==> src/rtl/regfile_pkg.sv <==
// Shared types and constants for the register-file write-back path.
package regfile_pkg;

    localparam int REG_COUNT = 8;
    localparam int RF_ADDR_W = 3;
    localparam int RF_DATA_W = 8;

    // Register that receives the secondary (overflow) result.
    localparam logic [RF_ADDR_W-1:0] OVER_REG = 3'd7;

    // One completed result waiting to be written back.
    typedef struct packed {
        logic [RF_ADDR_W-1:0] dest;
        logic [RF_DATA_W-1:0] data;
        logic                 over_flag;
        logic [RF_DATA_W-1:0] over;
    } wb_entry_t;

    // Registers an entry will write: its destination, plus r7 when the overflow flag is set.
    function automatic logic [REG_COUNT-1:0] entry_mask(input wb_entry_t e);
        logic [REG_COUNT-1:0] m;
        m = '0;
        m[e.dest] = 1'b1;
        if (e.over_flag) begin
            m[OVER_REG] = 1'b1;
        end
        return m;
    endfunction

endpackage

==> src/rtl/regfile_writeback_wb_fifo.sv <==
// In-order queue of write-back entries. Pointers carry one extra wrap bit so
// full and empty are distinguishable without a separate counter.
module wb_fifo
    import regfile_pkg::*;
#(
    parameter int DEPTH = 4
) (
    input  logic                       clk,
    input  logic                       rst,
    input  logic                       push_i,
    input  wb_entry_t                  entry_i,
    input  logic                       pop_i,
    output wb_entry_t                  head_o,
    output logic                       full_o,
    output logic                       empty_o,
    output logic [$clog2(DEPTH):0]     count_o,
    output logic [DEPTH-1:0]           valid_o,
    output wb_entry_t [DEPTH-1:0]      slots_o
);

    localparam int IDX_W = $clog2(DEPTH);
    localparam int PTR_W = IDX_W + 1;

    logic [PTR_W-1:0]      wr_ptr_q, wr_ptr_d;
    logic [PTR_W-1:0]      rd_ptr_q, rd_ptr_d;
    wb_entry_t [DEPTH-1:0] mem_q, mem_d;
    logic                  do_push;
    logic                  do_pop;

    // Full when the pointers address the same slot but sit on different laps.
    assign full_o  = (wr_ptr_q ^ rd_ptr_q) == {1'b1, {IDX_W{1'b0}}};
    assign empty_o = (wr_ptr_q == rd_ptr_q);
    assign count_o = wr_ptr_q - rd_ptr_q;
    assign head_o  = mem_q[rd_ptr_q[IDX_W-1:0]];
    assign slots_o = mem_q;

    // A push while full is dropped even if a pop frees a slot on the same edge.
    assign do_push = push_i && !full_o;
    assign do_pop  = pop_i && !empty_o;

    // Next-state for pointers and storage.
    always_comb begin
        wr_ptr_d = wr_ptr_q;
        rd_ptr_d = rd_ptr_q;
        mem_d    = mem_q;
        if (do_push) begin
            mem_d[wr_ptr_q[IDX_W-1:0]] = entry_i;
            wr_ptr_d = wr_ptr_q + PTR_W'(1);
        end
        if (do_pop) begin
            rd_ptr_d = rd_ptr_q + PTR_W'(1);
        end
    end

    // A slot holds a live entry when its distance from the head is below the count.
    always_comb begin
        logic [IDX_W-1:0] slot_off;
        slot_off = '0;
        valid_o  = '0;
        for (int i = 0; i < DEPTH; i++) begin
            slot_off   = IDX_W'(i) - rd_ptr_q[IDX_W-1:0];
            valid_o[i] = ({1'b0, slot_off} < count_o);
        end
    end

    // Pointer registers; reset discards every queued entry.
    always_ff @(posedge clk) begin
        if (rst) begin
            wr_ptr_q <= '0;
            rd_ptr_q <= '0;
        end else begin
            wr_ptr_q <= wr_ptr_d;
            rd_ptr_q <= rd_ptr_d;
        end
    end

    // Storage needs no reset: stale slots are masked by valid_o.
    always_ff @(posedge clk) begin
        mem_q <= mem_d;
    end

endmodule

==> src/rtl/regfile_writeback.sv <==
// Write-side front end of the 8x8 register file: queues completed results,
// drains one per cycle onto the single write port and publishes a pending
// mask for read-after-write hazard stalls. DATA_W/ADDR_W must match the
// entry layout in regfile_pkg.
module regfile_writeback
    import regfile_pkg::*;
#(
    parameter int DEPTH  = 4,
    parameter int DATA_W = RF_DATA_W,
    parameter int ADDR_W = RF_ADDR_W
) (
    input  logic                   clk,
    input  logic                   rst,
    input  logic                   valid_i,
    output logic                   ready_o,
    input  logic [ADDR_W-1:0]      dest_i,
    input  logic [DATA_W-1:0]      data_i,
    input  logic                   overFlag_i,
    input  logic [DATA_W-1:0]      over_i,
    input  logic                   hold_i,
    output logic                   writeFlag_o,
    output logic [ADDR_W-1:0]      destReg_o,
    output logic [DATA_W-1:0]      data_o,
    output logic                   overFlag_o,
    output logic [DATA_W-1:0]      over_o,
    output logic [REG_COUNT-1:0]   pending_o,
    output logic [$clog2(DEPTH):0] count_o
);

    wb_entry_t             in_entry;
    wb_entry_t             head;
    wb_entry_t             presented;
    wb_entry_t [DEPTH-1:0] fifo_slots;
    logic [DEPTH-1:0]      fifo_valid;
    logic                  fifo_full;
    logic                  fifo_empty;
    logic                  push;
    logic                  pop;

    logic                  write_flag_q, write_flag_d;
    logic                  over_flag_q,  over_flag_d;
    logic [ADDR_W-1:0]     dest_q,       dest_d;
    logic [DATA_W-1:0]     data_q,       data_d;
    logic [DATA_W-1:0]     over_q,       over_d;
    logic [REG_COUNT-1:0]  pending_mask;

    // Ready depends only on queue state and reset, never on valid_i.
    assign ready_o = !fifo_full && !rst;
    assign push    = valid_i && ready_o;
    assign pop     = !fifo_empty && !hold_i;

    // Pack the incoming result for the queue.
    always_comb begin
        in_entry.dest      = dest_i;
        in_entry.data      = data_i;
        in_entry.over_flag = overFlag_i;
        in_entry.over      = over_i;
    end

    wb_fifo #(
        .DEPTH (DEPTH)
    ) u_fifo (
        .clk     (clk),
        .rst     (rst),
        .push_i  (push),
        .entry_i (in_entry),
        .pop_i   (pop),
        .head_o  (head),
        .full_o  (fifo_full),
        .empty_o (fifo_empty),
        .count_o (count_o),
        .valid_o (fifo_valid),
        .slots_o (fifo_slots)
    );

    // Next output-port value: a pop loads the head; otherwise only the enables drop.
    always_comb begin
        write_flag_d = 1'b0;
        over_flag_d  = 1'b0;
        dest_d       = dest_q;
        data_d       = data_q;
        over_d       = over_q;
        if (pop) begin
            write_flag_d = 1'b1;
            over_flag_d  = head.over_flag;
            dest_d       = head.dest;
            data_d       = head.data;
            over_d       = head.over;
        end
    end

    // Register-file write port register.
    always_ff @(posedge clk) begin
        if (rst) begin
            write_flag_q <= 1'b0;
            over_flag_q  <= 1'b0;
            dest_q       <= '0;
            data_q       <= '0;
            over_q       <= '0;
        end else begin
            write_flag_q <= write_flag_d;
            over_flag_q  <= over_flag_d;
            dest_q       <= dest_d;
            data_q       <= data_d;
            over_q       <= over_d;
        end
    end

    assign writeFlag_o = write_flag_q;
    assign overFlag_o  = over_flag_q;
    assign destReg_o   = dest_q;
    assign data_o      = data_q;
    assign over_o      = over_q;

    // The entry being presented still counts as pending until the edge after its write lands.
    always_comb begin
        presented.dest      = dest_q;
        presented.data      = data_q;
        presented.over_flag = over_flag_q;
        presented.over      = over_q;
    end

    // Pending mask: every live queue entry plus the presented entry while enabled.
    always_comb begin
        pending_mask = '0;
        for (int i = 0; i < DEPTH; i++) begin
            if (fifo_valid[i]) begin
                pending_mask = pending_mask | entry_mask(fifo_slots[i]);
            end
        end
        if (write_flag_q) begin
            pending_mask = pending_mask | entry_mask(presented);
        end
    end

    assign pending_o = pending_mask;

endmodule

==> config.mk <==
export PLATFORM = sky130hd
export DESIGN_NAME = regfile_writeback
export DESIGN_NICKNAME = d
export VERILOG_FILES = /design/src/rtl/regfile_pkg.sv /design/src/rtl/regfile_writeback_wb_fifo.sv /design/src/rtl/regfile_writeback.sv
export SDC_FILE = /design/constraint.sdc
export NUM_CORES = 1
export LEC_CHECK = 0
export ABC_AREA = 1
export CAP_MARGIN = 20
export CORE_MARGIN = 2
export CORE_UTILIZATION = 29
export CTS_CLUSTER_DIAMETER = 40
export CTS_CLUSTER_SIZE = 40
export DETAILED_ROUTE_END_ITERATION = 8
export GPL_TIMING_DRIVEN = 0
export HOLD_SLACK_MARGIN = 0.08
export PLACE_DENSITY_LB_ADDON = 0.08
export SLEW_MARGIN = 20
export SYNTH_ARGS = -nofsm -noshare
export SYNTH_HDL_FRONTEND = slang
export SYNTH_SLANG_ARGS = --single-unit
export TNS_END_PERCENT = 10
==> constraint.sdc <==
create_clock -name clk -period 3.4 [get_ports clk]
set_input_delay 0.68 -clock clk [delete_from_list [all_inputs] [get_ports clk]]
set_output_delay 0.68 -clock clk [all_outputs]
set_load 0.02 [all_outputs]
Yosys cells after proc, flatten, opt, wreduce, memory -nomap -nowiden

Index checks and enable logic that the tools add are counted.

Add/subtract/negate cells: 7
Multiply operators: 0
Divide/modulo/power cells: 0
Order comparisons: 17
Equal/unequal tests: 2
Shift operators: 0
Mux-type cells: 30
Bitwise logic cells: 6
Reductions and logical operators: 16

Operators by type and width:

| cell                  | number |
|---|---|
| $bwmux W80            | 1 |
| $bmux W20 S2          | 1 |
| $demux W20 S2         | 1 |
| $mux W20              | 2 |
| $mux W8               | 5 |
| $or A8 B8 Y8          | 4 |
| $lt A3 B4 Y1 const B  | 5 |
| $demux W1 S3          | 5 |
| $ge A3 B1 Y1 const B  | 5 |
| $mux W1               | 15 |
| $lt A2 B3 Y1          | 4 |
| $logic_and A1 B1 Y1   | 11 |
| $add A3 B1 Y3 const B | 2 |
| $lt A2 B3 Y1 const B  | 2 |
| $logic_not A1 Y1      | 4 |
| $sub A1 B2 Y2 const A | 2 |
| $sub A2 B2 Y2 const A | 2 |
| $eq A3 B3 Y1          | 1 |
| $eq A3 B3 Y1 const B  | 1 |
| $sub A3 B3 Y3         | 1 |
| $xor A3 B3 Y3         | 1 |
| $ge A2 B1 Y1 const B  | 1 |
| $reduce_or A2 Y1      | 1 |
| $not A1 Y1            | 1 |

Flip-flop bits (word level): 107
Latch bits: 0
RAM bits: 0
Memory bits (read-only): 0
Input bits: 24
Output and inout bits: 33
Word-level logic and storage cells: 101
Memories kept: 0

Logic depth before layout (Yosys ltp)

Gate-level depths: netlist (run 1).

Depth in word-level cells: 14
Mapped depth: 13
Mapped depth without buffers: 13

Modules after synthesis

Synthesis (run 1) repeated with hierarchy kept, for this count alone.

Cell total of the unflattened synthesis: 512
Area total of the unflattened synthesis: 4869.7 um^2

Modules (own cells, without submodules):

| module            | instances | cells an instance | area an instance (um^2) | seq. area each (um^2) |
|---|---|---|---|---|
| wb_fifo           | 1         | 286               | 3580.9                  | 2522.4 |
| regfile_writeback | 1         | 226               | 1288.7                  | 420.4 |

Worst setup path before layout (run 1)

Ideal clock, no wire load.

Kind: reg-to-output
From: reg u_fifo.rd_ptr_q[1]
To: out pending_o[6]
Data arrival time: 2.423 ns
Data required time: 2.720 ns
Path slack: 0.297 ns
Cell stages (with the launch flop): 13
Buffers on the path: 1
Cell sequence: dfxtp_1 -> buf_2 -> inv_1 -> fa_1 -> inv_1 -> ha_1 -> inv_1 -> o21bai_1 -> nand3_2 -> nand2_1 -> nand2_1 -> nor2_1 -> nand2_1

Word-level cells in the longest chain between the ends: 11
Elaborated cells between the ends (all ways): 18
Those cells by class: add/sub (5); order compare (4); mux (5); bitwise (4)

Ends and longest elaborated chain:

| item                   | RTL line                        | source |
|---|---|---|
| from (decl)            | regfile_writeback_wb_fifo.sv:25 | `logic [PTR_W-1:0] rd_ptr_q, rd_ptr_d;` |
| from (signal assigned) | regfile_writeback_wb_fifo.sv:73 | `rd_ptr_q <= rd_ptr_d;` |
| $sub A3 B3 Y3 (*)      | regfile_writeback_wb_fifo.sv:33 | `assign count_o = wr_ptr_q - rd_ptr_q;` |
| named net count_o[1]   | regfile_writeback.sv:27         | `output logic [$clog2(DEPTH):0] count_o` |
| $lt A2 B3 Y1           | regfile_writeback_wb_fifo.sv:62 | `valid_o[i] = ({1'b0, slot_off} < count_o);` |
| $mux W8                | regfile_writeback.sv:127        | `if (fifo_valid[i]) begin` |
| $or A8 B8 Y8           | regfile_writeback.sv:128        | `pending_mask = pending_mask \| entry_mask(fifo_slots[i]);` |
| $mux W8                | regfile_writeback.sv:127        |  |
| $or A8 B8 Y8           | regfile_writeback.sv:128        |  |
| $mux W8                | regfile_writeback.sv:127        |  |
| $or A8 B8 Y8           | regfile_writeback.sv:128        |  |
| $mux W8 (*)            | regfile_writeback.sv:127        |  |
| $or A8 B8 Y8           | regfile_writeback.sv:132        | `pending_mask = pending_mask \| entry_mask(presented);` |
| $mux W8 (*)            | regfile_writeback.sv:131        | `if (write_flag_q) begin` |
| to (decl)              | regfile_writeback.sv:26         | `output logic [REG_COUNT-1:0] pending_o,` |

The timed path passes the listed nets; every way through them passes the cells marked *.

Worst setup path after layout (run 1)

From: reg u_fifo.wr_ptr_q[0]
To: out pending_o[4]

Word-level cells in the longest chain between the ends: 11
Elaborated cells between the ends (all ways): 14
Those cells by class: add/sub (1); order compare (4); mux (5); bitwise (4)

Ends and longest elaborated chain:

| item                   | RTL line                        | source |
|---|---|---|
| from (decl)            | regfile_writeback_wb_fifo.sv:24 | `logic [PTR_W-1:0] wr_ptr_q, wr_ptr_d;` |
| from (signal assigned) | regfile_writeback_wb_fifo.sv:72 | `wr_ptr_q <= wr_ptr_d;` |
| $sub A3 B3 Y3 (*)      | regfile_writeback_wb_fifo.sv:33 |  |
| $lt A2 B3 Y1           | regfile_writeback_wb_fifo.sv:62 |  |
| $mux W8                | regfile_writeback.sv:127        |  |
| $or A8 B8 Y8           | regfile_writeback.sv:128        |  |
| $mux W8                | regfile_writeback.sv:127        |  |
| $or A8 B8 Y8           | regfile_writeback.sv:128        |  |
| $mux W8                | regfile_writeback.sv:127        |  |
| $or A8 B8 Y8           | regfile_writeback.sv:128        |  |
| $mux W8 (*)            | regfile_writeback.sv:127        |  |
| $or A8 B8 Y8           | regfile_writeback.sv:132        |  |
| $mux W8 (*)            | regfile_writeback.sv:131        |  |

Every way passes the cells marked *; elsewhere a longest branch is shown, timed or not.

==> flow_metrics.py, run 1 <==
metrics = {
    "sta": {
        "clock.fmax_mhz": 298.8,
        "fin_skew_ns": 0.008262,
        "tns_ns": 0,
        "min_period_ns": 3.347,
        "worst_slew_pin_slew_ns": 0.7087,
        "period_share": 0.9845,
        "relSlewSlack": 0.5264,
        "holdWs_ns": 0.4839,
        "report.final.slew_viol_count": 0,
        "setup_viol": 0,
        "timing_hold_violations_final": 0,
        "rsz0062_at_grt": "yes",
    },
    "critical_path": {
        "cp_slowest_stage_delay_ns": 0.50,
        "crit_path_top_delay_cell": "fa_1",
        "crit_path_end_kind": "output pin",
        "cp_cell_sequence": "inv_4 > ha_4 > inv_4 > fa_1 > inv_2 > ha_4 > inv_2 > o21bai_1 > nand3_2 > nand2_1 > nand2_1 > nor2_1 > nand2_1 > buf_6",
        "required_ns": 2.72,
        "crit_cells": 14,
        "ff2ff_path_depth": 7,
        "critPathBufInv": 5,
        "cp_max_fo": 8,
        "criticalPathCategory": "register to output pin",
        "path_delay_family": "adder cells",
        "cp-start-kind": "register",
        "arrival_ns": 2.67,
        "cp_common_cell": "nand2_1",
    },
    "placement": {
        "gp_congestion": 0.8140,
        "place_hpwl_um": 9067,
        "dp.cells": 807,
        "place.port_buffers": 55,
        "dpl_cell_area_mm2": 0.005871,
    },
    "global_routing": {
        "gr-total-overflow": 0,
        "antenna_found_initial": 0,
        "grt_max_degree": 21,
        "grt_pass1_wl_um": 20580,
        "grt.total_usage": 0.1513,
        "first_global_vias": 3676,
    },
    "clock_network": {
        "ctsHoldBuffers": 0,
        "path_clk_slew_ns": 0.07,
        "cts_buffers": 9,
        "cts.sinks": 107,
        "cts_tree": "done",
        "cts_root_buf": "clkbuf_16",
        "worstSkewPairLatency_ns": 0.36,
        "htree_levels": 3,
        "clockBufferDepth": 2,
    },
    "synth": {
        "ys_seq_area_frac": 0.5915,
        "netlist_instances": 530,
        "ys_ff_latch": 107,
        "yosys_warnings": 0,
        "syn-num-nets": 568,
        "avgSynthCellArea_um2": 9.386,
        "synth_area_mm2": 0.004975,
        "yosysUniqueCellTypes": 29,
    },
    "final_layout": {
        "area_growth_syn_to_layout_pct": 25.45,
        "diodes": 0,
        "drive_gt1_frac": 0.1149,
        "fillers": 1749,
        "fin_cells": 829,
        "stdcell_area_mm2": 0.006241,
        "final_core_util": 0.3737,
        "fin_nets": 642,
    },
    "floorplanning": {
        "die_area_mm2": 0.01822,
        "die_y_um": 135.0,
        "core_area_mm2": 0.01670,
        "initial_utilization": 0.2979,
        "die_w_um": 135.0,
        "io_pins": 57,
        "rows": 47,
    },
    "drt": {
        "dr.pass1.iters": 4,
        "ant_nets": 0,
        "drcViolationCount": 0,
        "wirelength_um": 13270,
        "first_iter_violations": 200,
        "vias_per_cell": 4.625,
        "post_drt_wl_per_cell_um": 16.01,
        "num_vias": 3834,
    },
    "power_and_ir_drop": {
        "leakagePower_nw": 2.407,
        "peakVddDrop_mv": 0.2325,
        "power.density_mw_per_mm2": 544.7,
    },
    "min_path": {
        "whs_path_depth": 2,
        "hold_class": "register to register",
    },
    "job": {
        "cap_violations": 0,
    },
    "outcome": {
        "status": "finished clean",
    },
}
power breakdown:
part	internal, mW	switching (mW)	leakage [nW]
clock	0.568	0.464	0.133
sequential	1.47	0.0446	0.950
combinational	0.325	0.528	1.32
layout make-up:
class                   instances  area (um^2)  share of cell area
well taps                     220        275.3             0.04411
clock inverters                 5        53.80            0.008621
inverters                      51        200.2             0.03208
plain buffers                  21        105.1             0.01684
multi-input cells             350         1800              0.2885
repair buffers                 64        621.8             0.09964
flip-flops and latches        107         2952              0.4729
clock buffers                  11        232.7             0.03729
cell usage in the layout, fill, tap and decap left out, drive strengths merged:
master         count
a211oi             1
a21o               1
a21oi             31
a31oi              1
buf               29
bufinv             1
clkbuf            20
clkdlybuf4s50     47
clkinv             2
clkinvlp           3
dfxtp             27
edfxtp            80
fa                 1
ha                13
inv               50
nand2             87
nand3             13
nand3b             1
nand4              3
nor2              95
nor3              18
o211ai             1
o21ai             76
o21bai             5
o31ai              1
xor2               2
metrics by stage:
step / total power, mW / setup slack [ns]
after floorplan: 2.034 / 0.2966
after global placement: 2.371 / -0.4478
after detailed placement: 2.385 / -0.3880
after CTS: 3.406 / 0.004021
after global routing: 3.579 / -0.06717
final: 3.400 / 0.05281
sequential cells by signal (all words and copies together), names as in the netlist:
signal / count
u_fifo.rd_ptr_q: 3
destReg_o: 3
u_fifo.wr_ptr_q: 3
over_o: 8
data_o: 8
u_fifo.slots_o: 80
writeFlag_o: 1
overFlag_o: 1
final timing paths:
check | start | endpoint | slack (ns)
worst max-delay path | u_fifo.wr_ptr_q[0]$_SDFFE_PP0P_ | pending_o[4] | 0.05
worst max register to register | u_fifo.rd_ptr_q[0]$_SDFFE_PP0P_ | u_fifo.slots_o[34]$_DFFE_PP_ | 0.64
worst min register to register | over_o[6]$_SDFFE_PP0P_ | over_o[6]$_SDFFE_PP0P_ | 0.48
worst min-delay path | over_o[6]$_SDFFE_PP0P_ | over_o[6]$_SDFFE_PP0P_ | 0.48
Yosys cell counts:
cell	n	area, um^2
a211oi_1	1	7.510
a21o_1	1	7.510
a21oi_1	31	155.2
a31oi_1	1	6.260
buf_1	1	3.750
buf_2	10	50.05
buf_6	2	22.52
clkbuf_1	9	33.78
dfxtp_1	27	540.5
edfxtp_1	80	2402
fa_1	1	20.02
ha_1	13	162.7
inv_1	50	187.7
inv_2	1	3.750
nand2_1	84	315.3
nand2_2	3	18.77
nand3_1	7	35.03
nand3_2	6	60.06
nand3b_2	1	11.26
nand4_1	2	12.51
nand4_4	1	21.27
nor2_1	95	356.6
nor3_1	18	90.09
o211ai_1	1	7.510
o21ai_0	60	300.3
o21ai_1	16	80.08
o21bai_1	5	37.54
o31ai_1	1	7.510
xor2_1	2	17.52
metal layers:
layer,share of wire,vias up,track usage
met5,0,-,0
met4,0.019,0,0.06192
met3,0.040,15,0.02027
met2,0.46,93,0.2394
met1,0.48,1796,0.2098
li1,-,1930,-
what timing repair did:
action	in CTS	in global routing
setup endpoints to repair	9	8
pin swaps	6	12
cloned	0	0
buffers inserted	5	2
gates resized for setup	49	10
cells by family (layout without fill, tap and decap cells):
family / after synthesis / count (layout) / synth area share
simple gates: 217 / 217 / 0.1851
xor+xnor: 2 / 2 / 0.003522
buf+inv: 73 / 152 / 0.06061
compound gates: 117 / 117 / 0.1225
fa+ha+maj: 14 / 14 / 0.03672
flops: 107 / 107 / 0.5915
worst reg2reg max path: stages (launching register included):
cell     delay, ns
dfxtp_2       0.37
buf_2         0.21
inv_1         0.10
buf_2         0.23
ha_1          0.41
nand3_1       0.18
nand3_2       0.25
nor2_4        0.63
Note: power is estimated with default switching activity, not from simulation.
==> run 2, diff against run 1 <==
CORE_ASPECT_RATIO = 1.4   (was default)
CORE_UTILIZATION = 56   (was 29)
==> flow_metrics.py, run 2 (same netlist as run 1, synthesis figures left out) <==
metrics = {
    "clock_network": {
        "worstSkewPairLatency_ns": 0.34,
        "cts_tree": "done",
        "htree_levels": 3,
        "path_clk_slew_ns": 0.07,
        "ctsHoldBuffers": 0,
        "cts.sinks": 107,
        "cts_root_buf": "clkbuf_16",
        "clockBufferDepth": 2,
        "cts_buffers": 9,
    },
    "power_and_ir_drop": {
        "peakVddDrop_mv": 0.4590,
        "power.density_mw_per_mm2": 542.6,
        "leakagePower_nw": 2.410,
        "power_mw": 3.311,
    },
    "drt": {
        "num_vias": 3952,
        "vias_per_cell": 5.512,
        "drcViolationCount": 0,
        "wirelength_um": 11710,
        "ant_nets": 0,
        "first_iter_violations": 273,
        "dr.pass1.iters": 4,
        "post_drt_wl_per_cell_um": 16.33,
    },
    "global_routing": {
        "grt.busiest_layer": "met2",
        "grt_pass1_wl_um": 18980,
        "antenna_found_initial": 0,
        "global_route.usage.met2": 0.4608,
        "use_met3": 0.03490,
        "grt_use_met1": 0.3028,
        "grt.total_usage": 0.2536,
        "first_global_vias": 3929,
        "grt_max_degree": 21,
        "gr-total-overflow": 0,
    },
    "critical_path": {
        "required_ns": 2.72,
        "crit_path_end_kind": "output pin",
        "cp-start-kind": "register",
        "cp_max_fo": 8,
        "criticalPathCategory": "register to output pin",
        "arrival_ns": 2.74,
    },
    "final_layout": {
        "diodes": 0,
        "largest_register_ffs": 80,
        "layout_commonest_cell": "nor2_1",
        "fillers": 649,
        "fin_cells": 717,
        "area_growth_syn_to_layout_pct": 22.66,
        "final_cell_mix": "nor2_1 (89), nand2_1 (83), edfxtp_1 (80), o21ai_0 (60), clkdlybuf4s50_1 (47)",
        "fin_nets": 645,
        "drive_gt1_frac": 0.1225,
    },
    "sta": {
        "worst_slew_pin_slew_ns": 0.7054,
        "clock.fmax_mhz": 292.6,
        "fin_ws_ns": -0.01706,
        "rsz0062_at_grt": "yes",
        "period_share": 1.005,
        "setup_viol": 3,
        "relSlewSlack": 0.5286,
        "fin_skew_ns": 0.003536,
        "min_period_ns": 3.417,
        "report.final.slew_viol_count": 0,
        "timing_hold_violations_final": 0,
    },
    "placement": {
        "dp.cells": 690,
        "place.port_buffers": 55,
        "place_hpwl_um": 8085,
        "gp_congestion": 0.9310,
    },
    "floorplanning": {
        "initial_utilization": 0.5779,
        "die_area_mm2": 0.009664,
        "rows": 40,
        "die_y_um": 115.5,
        "io_pins": 57,
        "core_area_mm2": 0.008608,
        "die_w_um": 83.66,
    },
    "outcome": {
        "violations": "setup timing",
        "status": "complete, but fails checks",
    },
    "min_path": {
        "hold_class": "register to register",
    },
    "job": {
        "cap_violations": 0,
    },
}
==> run 2: power breakdown <==
group          internal [mW]  total (mW)  leakage [nW]  switching, mW
Combinational          0.348       0.874          1.35          0.526
Clock                  0.497       0.925         0.115          0.429
Sequential              1.47        1.51         0.950         0.0414
==> run 2: cell type report <==
| cell class | count | area, um^2 | share of cell area |
|---|---|---|---|
| repair buffers | 66 | 620.6 | 0.1017 |
| well taps | 105 | 131.4 | 0.02153 |
| clock buffers | 12 | 236.5 | 0.03875 |
| multi-input cells | 350 | 1809 | 0.2965 |
| clock inverters | 4 | 30.03 | 0.004921 |
| flip-flops and latches | 107 | 2952 | 0.4837 |
| inverters | 51 | 197.7 | 0.03240 |
| plain buffers | 22 | 125.1 | 0.02050 |
==> run 2: final timing paths <==
| path | start | endpoint | slack [ns] | depth (start not counted) |
|---|---|---|---|---|
| worst max-delay path | u_fifo.rd_ptr_q[1]$_SDFFE_PP0P_ | pending_o[7] | -0.02 | 13 |
| worst min-delay path | over_o[1]$_SDFFE_PP0P_ | over_o[1]$_SDFFE_PP0P_ | 0.48 | 2 |
| worst max register to register | u_fifo.rd_ptr_q[0]$_SDFFE_PP0P_ | u_fifo.slots_o[75]$_DFFE_PP_ | 0.68 | 7 |
| worst min register to register | over_o[1]$_SDFFE_PP0P_ | over_o[1]$_SDFFE_PP0P_ | 0.48 | 2 |
==> run 2: repair_timing <==
item,4_1_cts,5_1_grt
buffers inserted,5,6
resized for setup,50,10
pin swaps,8,15
hold endpoints to repair,0,0
setup endpoints to repair,9,8
==> run 2: critical path, cell delays in order (launching register included) <==
cell and delay [ns]:
dfxtp_4 0.38, buf_12 0.12, clkinvlp_4 0.09, fa_1 0.58
inv_2 0.08, buf_12 0.13, ha_4 0.20, o21bai_1 0.16
nand3_2 0.19, nand2_1 0.12, nand2_1 0.05, nor2_1 0.09
nand2_1 0.07, buf_6 0.13
==> run 2: per-stage QoR <==
| stage | hold slack, ns | area [um^2] | utilization | worst slack, ns | setup TNS [ns] |
|---|---|---|---|---|---|
| floorplan | 0.4980 | 4975 | - | 0.2966 | 0 |
| global placement | 0.4660 | 5657 | 0.6571 | -0.2838 | -9.359 |
| detailed placement | 0.4744 | 5687 | 0.6606 | -0.3311 | -2.530 |
| CTS | 0.4904 | 5997 | 0.6967 | 0.01889 | 0 |
| global route | 0.5182 | 6102 | 0.7089 | -0.2067 | -1.388 |
| finish | 0.4837 | 6102 | 0.7089 | -0.01706 | -0.02968 |
==> run 2: metal layers <==
| layer | wire (um) | share of wire |
|---|---|---|
| met3 | 611 | 0.052 |
| met2 | 6210 | 0.53 |
| met1 | 4525 | 0.39 |
| met4 | 361 | 0.031 |
| met5 | 0 | 0 |
==> run 3, diff against run 2 <==
CORE_MARGIN = default   (was 2)
==> flow_metrics.py, run 3 (same netlist as run 1, synthesis figures left out) <==
metrics = {
    "outcome": {
        "status": "finished clean",
    },
    "sta": {
        "fin_ws_ns": 0.07367,
        "period_share": 0.9783,
        "min_period_ns": 3.326,
        "relSlewSlack": 0.5111,
        "fin_skew_ns": 0.005400,
        "worst_slew_pin_slew_ns": 0.7316,
        "tns_ns": 0,
        "setup_viol": 0,
        "rsz0062_at_grt": "yes",
        "clock.fmax_mhz": 300.6,
        "timing_hold_violations_final": 0,
        "report.final.slew_viol_count": 0,
    },
    "power_and_ir_drop": {
        "power.density_mw_per_mm2": 565.3,
        "switching_share": 0.2915,
        "p_switching_mw": 1.005,
        "power.share.clock": 0.316,
        "leakagePower_nw": 2.419,
        "combPwrFrac": 0.245,
        "p_int_mw": 2.442,
        "peakVddDrop_mv": 0.5186,
        "seqPwrFrac": 0.439,
    },
    "clock_network": {
        "path_clk_slew_ns": 0.07,
        "ctsHoldBuffers": 0,
        "cts_tree": "done",
        "cts_root_buf": "clkbuf_16",
        "cts.sinks": 107,
        "worstSkewPairLatency_ns": 0.34,
        "cts_buffers": 9,
        "htree_levels": 3,
        "clockBufferDepth": 2,
    },
    "critical_path": {
        "arrival_ns": 2.65,
        "crit_path_end_kind": "output pin",
        "criticalPathCategory": "register to output pin",
        "required_ns": 2.72,
        "cp_max_fo": 8,
        "cp-start-kind": "register",
    },
    "floorplanning": {
        "die_y_um": 113.5,
        "rows": 40,
        "die_area_mm2": 0.009269,
        "io_pins": 57,
        "initial_utilization": 0.5779,
        "die_w_um": 81.66,
        "core_area_mm2": 0.008608,
    },
    "global_routing": {
        "first_global_vias": 3722,
        "antenna_found_initial": 0,
        "gr-total-overflow": 0,
        "grt.total_usage": 0.2691,
        "grt_pass1_wl_um": 18040,
        "grt_max_degree": 21,
    },
    "placement": {
        "dp.cells": 690,
        "gp_congestion": 0.8593,
        "dp_slack_ns": -0.3812,
        "dpl_cell_area_mm2": 0.005687,
        "place.port_buffers": 55,
        "place_hpwl_um": 7851,
    },
    "final_layout": {
        "area_growth_syn_to_layout_pct": 22.59,
        "fin_nets": 642,
        "multiInputGateArea_mm2": 0.001793,
        "largest_register_ffs": 80,
        "layout_commonest_cell": "nor2_1",
        "ff_latch_area_mm2": 0.002952,
        "drive_gt1_frac": 0.1182,
        "final_cell_mix": "nor2_1 (90), nand2_1 (82), edfxtp_1 (80), o21ai_0 (60), clkdlybuf4s50_1 (47)",
        "fillers": 664,
        "stdcell_area_mm2": 0.006098,
        "fin_cells": 714,
        "diodes": 0,
        "final_core_util": 0.7084,
    },
    "drt": {
        "ant_nets": 0,
        "wirelength_um": 11670,
        "post_drt_wl_per_cell_um": 16.35,
        "first_iter_violations": 258,
        "drcViolationCount": 0,
        "num_vias": 3981,
        "vias_per_cell": 5.576,
        "dr.pass1.iters": 5,
    },
    "min_path": {
        "hold_class": "register to register",
    },
    "job": {
        "cap_violations": 0,
    },
}
-- run 3: changes by cell type in the layout (fill, tap and decap cells not counted), sizes merged --
cell / change
clkinvlp: -3
clkinv: +3
buf: -3
clkbuf: -2
bufinv: +2
-- run 3: power groups by stage --
stage	Sequential (mW)	Clock, mW	Combinational (mW)
6_report	1.51	1.09	0.844
5_1_grt	1.52	1.16	0.926
4_1_cts	1.51	1.09	0.823
3_5_place_dp	1.54	0	0.822
3_3_place_gp	1.54	0	0.800
2_1_floorplan	1.58	0	0.456
-- run 3: final timing paths --
check	from	end	slack (ns)	cells past startpoint
setup / recovery	u_fifo.wr_ptr_q[0]$_SDFFE_PP0P_	pending_o[4]	0.07	14
hold / removal	over_o[0]$_SDFFE_PP0P_	over_o[0]$_SDFFE_PP0P_	0.49	2
setup reg to reg	u_fifo.rd_ptr_q[0]$_SDFFE_PP0P_	u_fifo.slots_o[38]$_DFFE_PP_	0.60	7
hold reg to reg	over_o[0]$_SDFFE_PP0P_	over_o[0]$_SDFFE_PP0P_	0.49	2
-- run 3: stage by stage --
step,hold slack (ns),power [mW]
3_5_place_dp,0.4752,2.361
4_1_cts,0.4911,3.430
2_1_floorplan,0.4980,2.034
5_1_grt,0.5109,3.602
3_3_place_gp,0.4655,2.337
6_report,0.4884,3.447
-- run 3: metal layers --
| metal | vias up | global-route usage | wire (um) |
|---|---|---|---|
| li1 | 1926 | - | - |
| met2 | 166 | 0.4750 | 6168 |
| met3 | 20 | 0.05120 | 660 |
| met4 | 0 | 0.1053 | 262 |
| met5 | - | 0 | 0 |
| met1 | 1869 | 0.3167 | 4581 |
-- run 3: area by class of cell --
cell class,instances,area share
inverters,51,0.03242
repair buffers,64,0.09848
flip-flops and latches,107,0.4840
clock inverters,6,0.01477
plain buffers,21,0.01723
well taps,105,0.02154
multi-input cells,350,0.2940
clock buffers,10,0.03755
-- run 3: timing repair --
action,CTS,global route
setup buffers,5,4
pin swaps,8,11
endpoints found under the setup margin,9,8
resized for setup,48,11
-- run 3: critical path, stage by stage (launching register included) --
cell and delay (ns):
dfxtp_4 0.36, inv_4 0.06, ha_4 0.12, inv_2 0.04, fa_1 0.51, inv_2 0.08, ha_4 0.27, inv_2 0.02
o21bai_1 0.15, nand3_2 0.20, nand2_2 0.12, nand2_2 0.07, nor2_2 0.10, nand2_1 0.07, buf_6 0.13
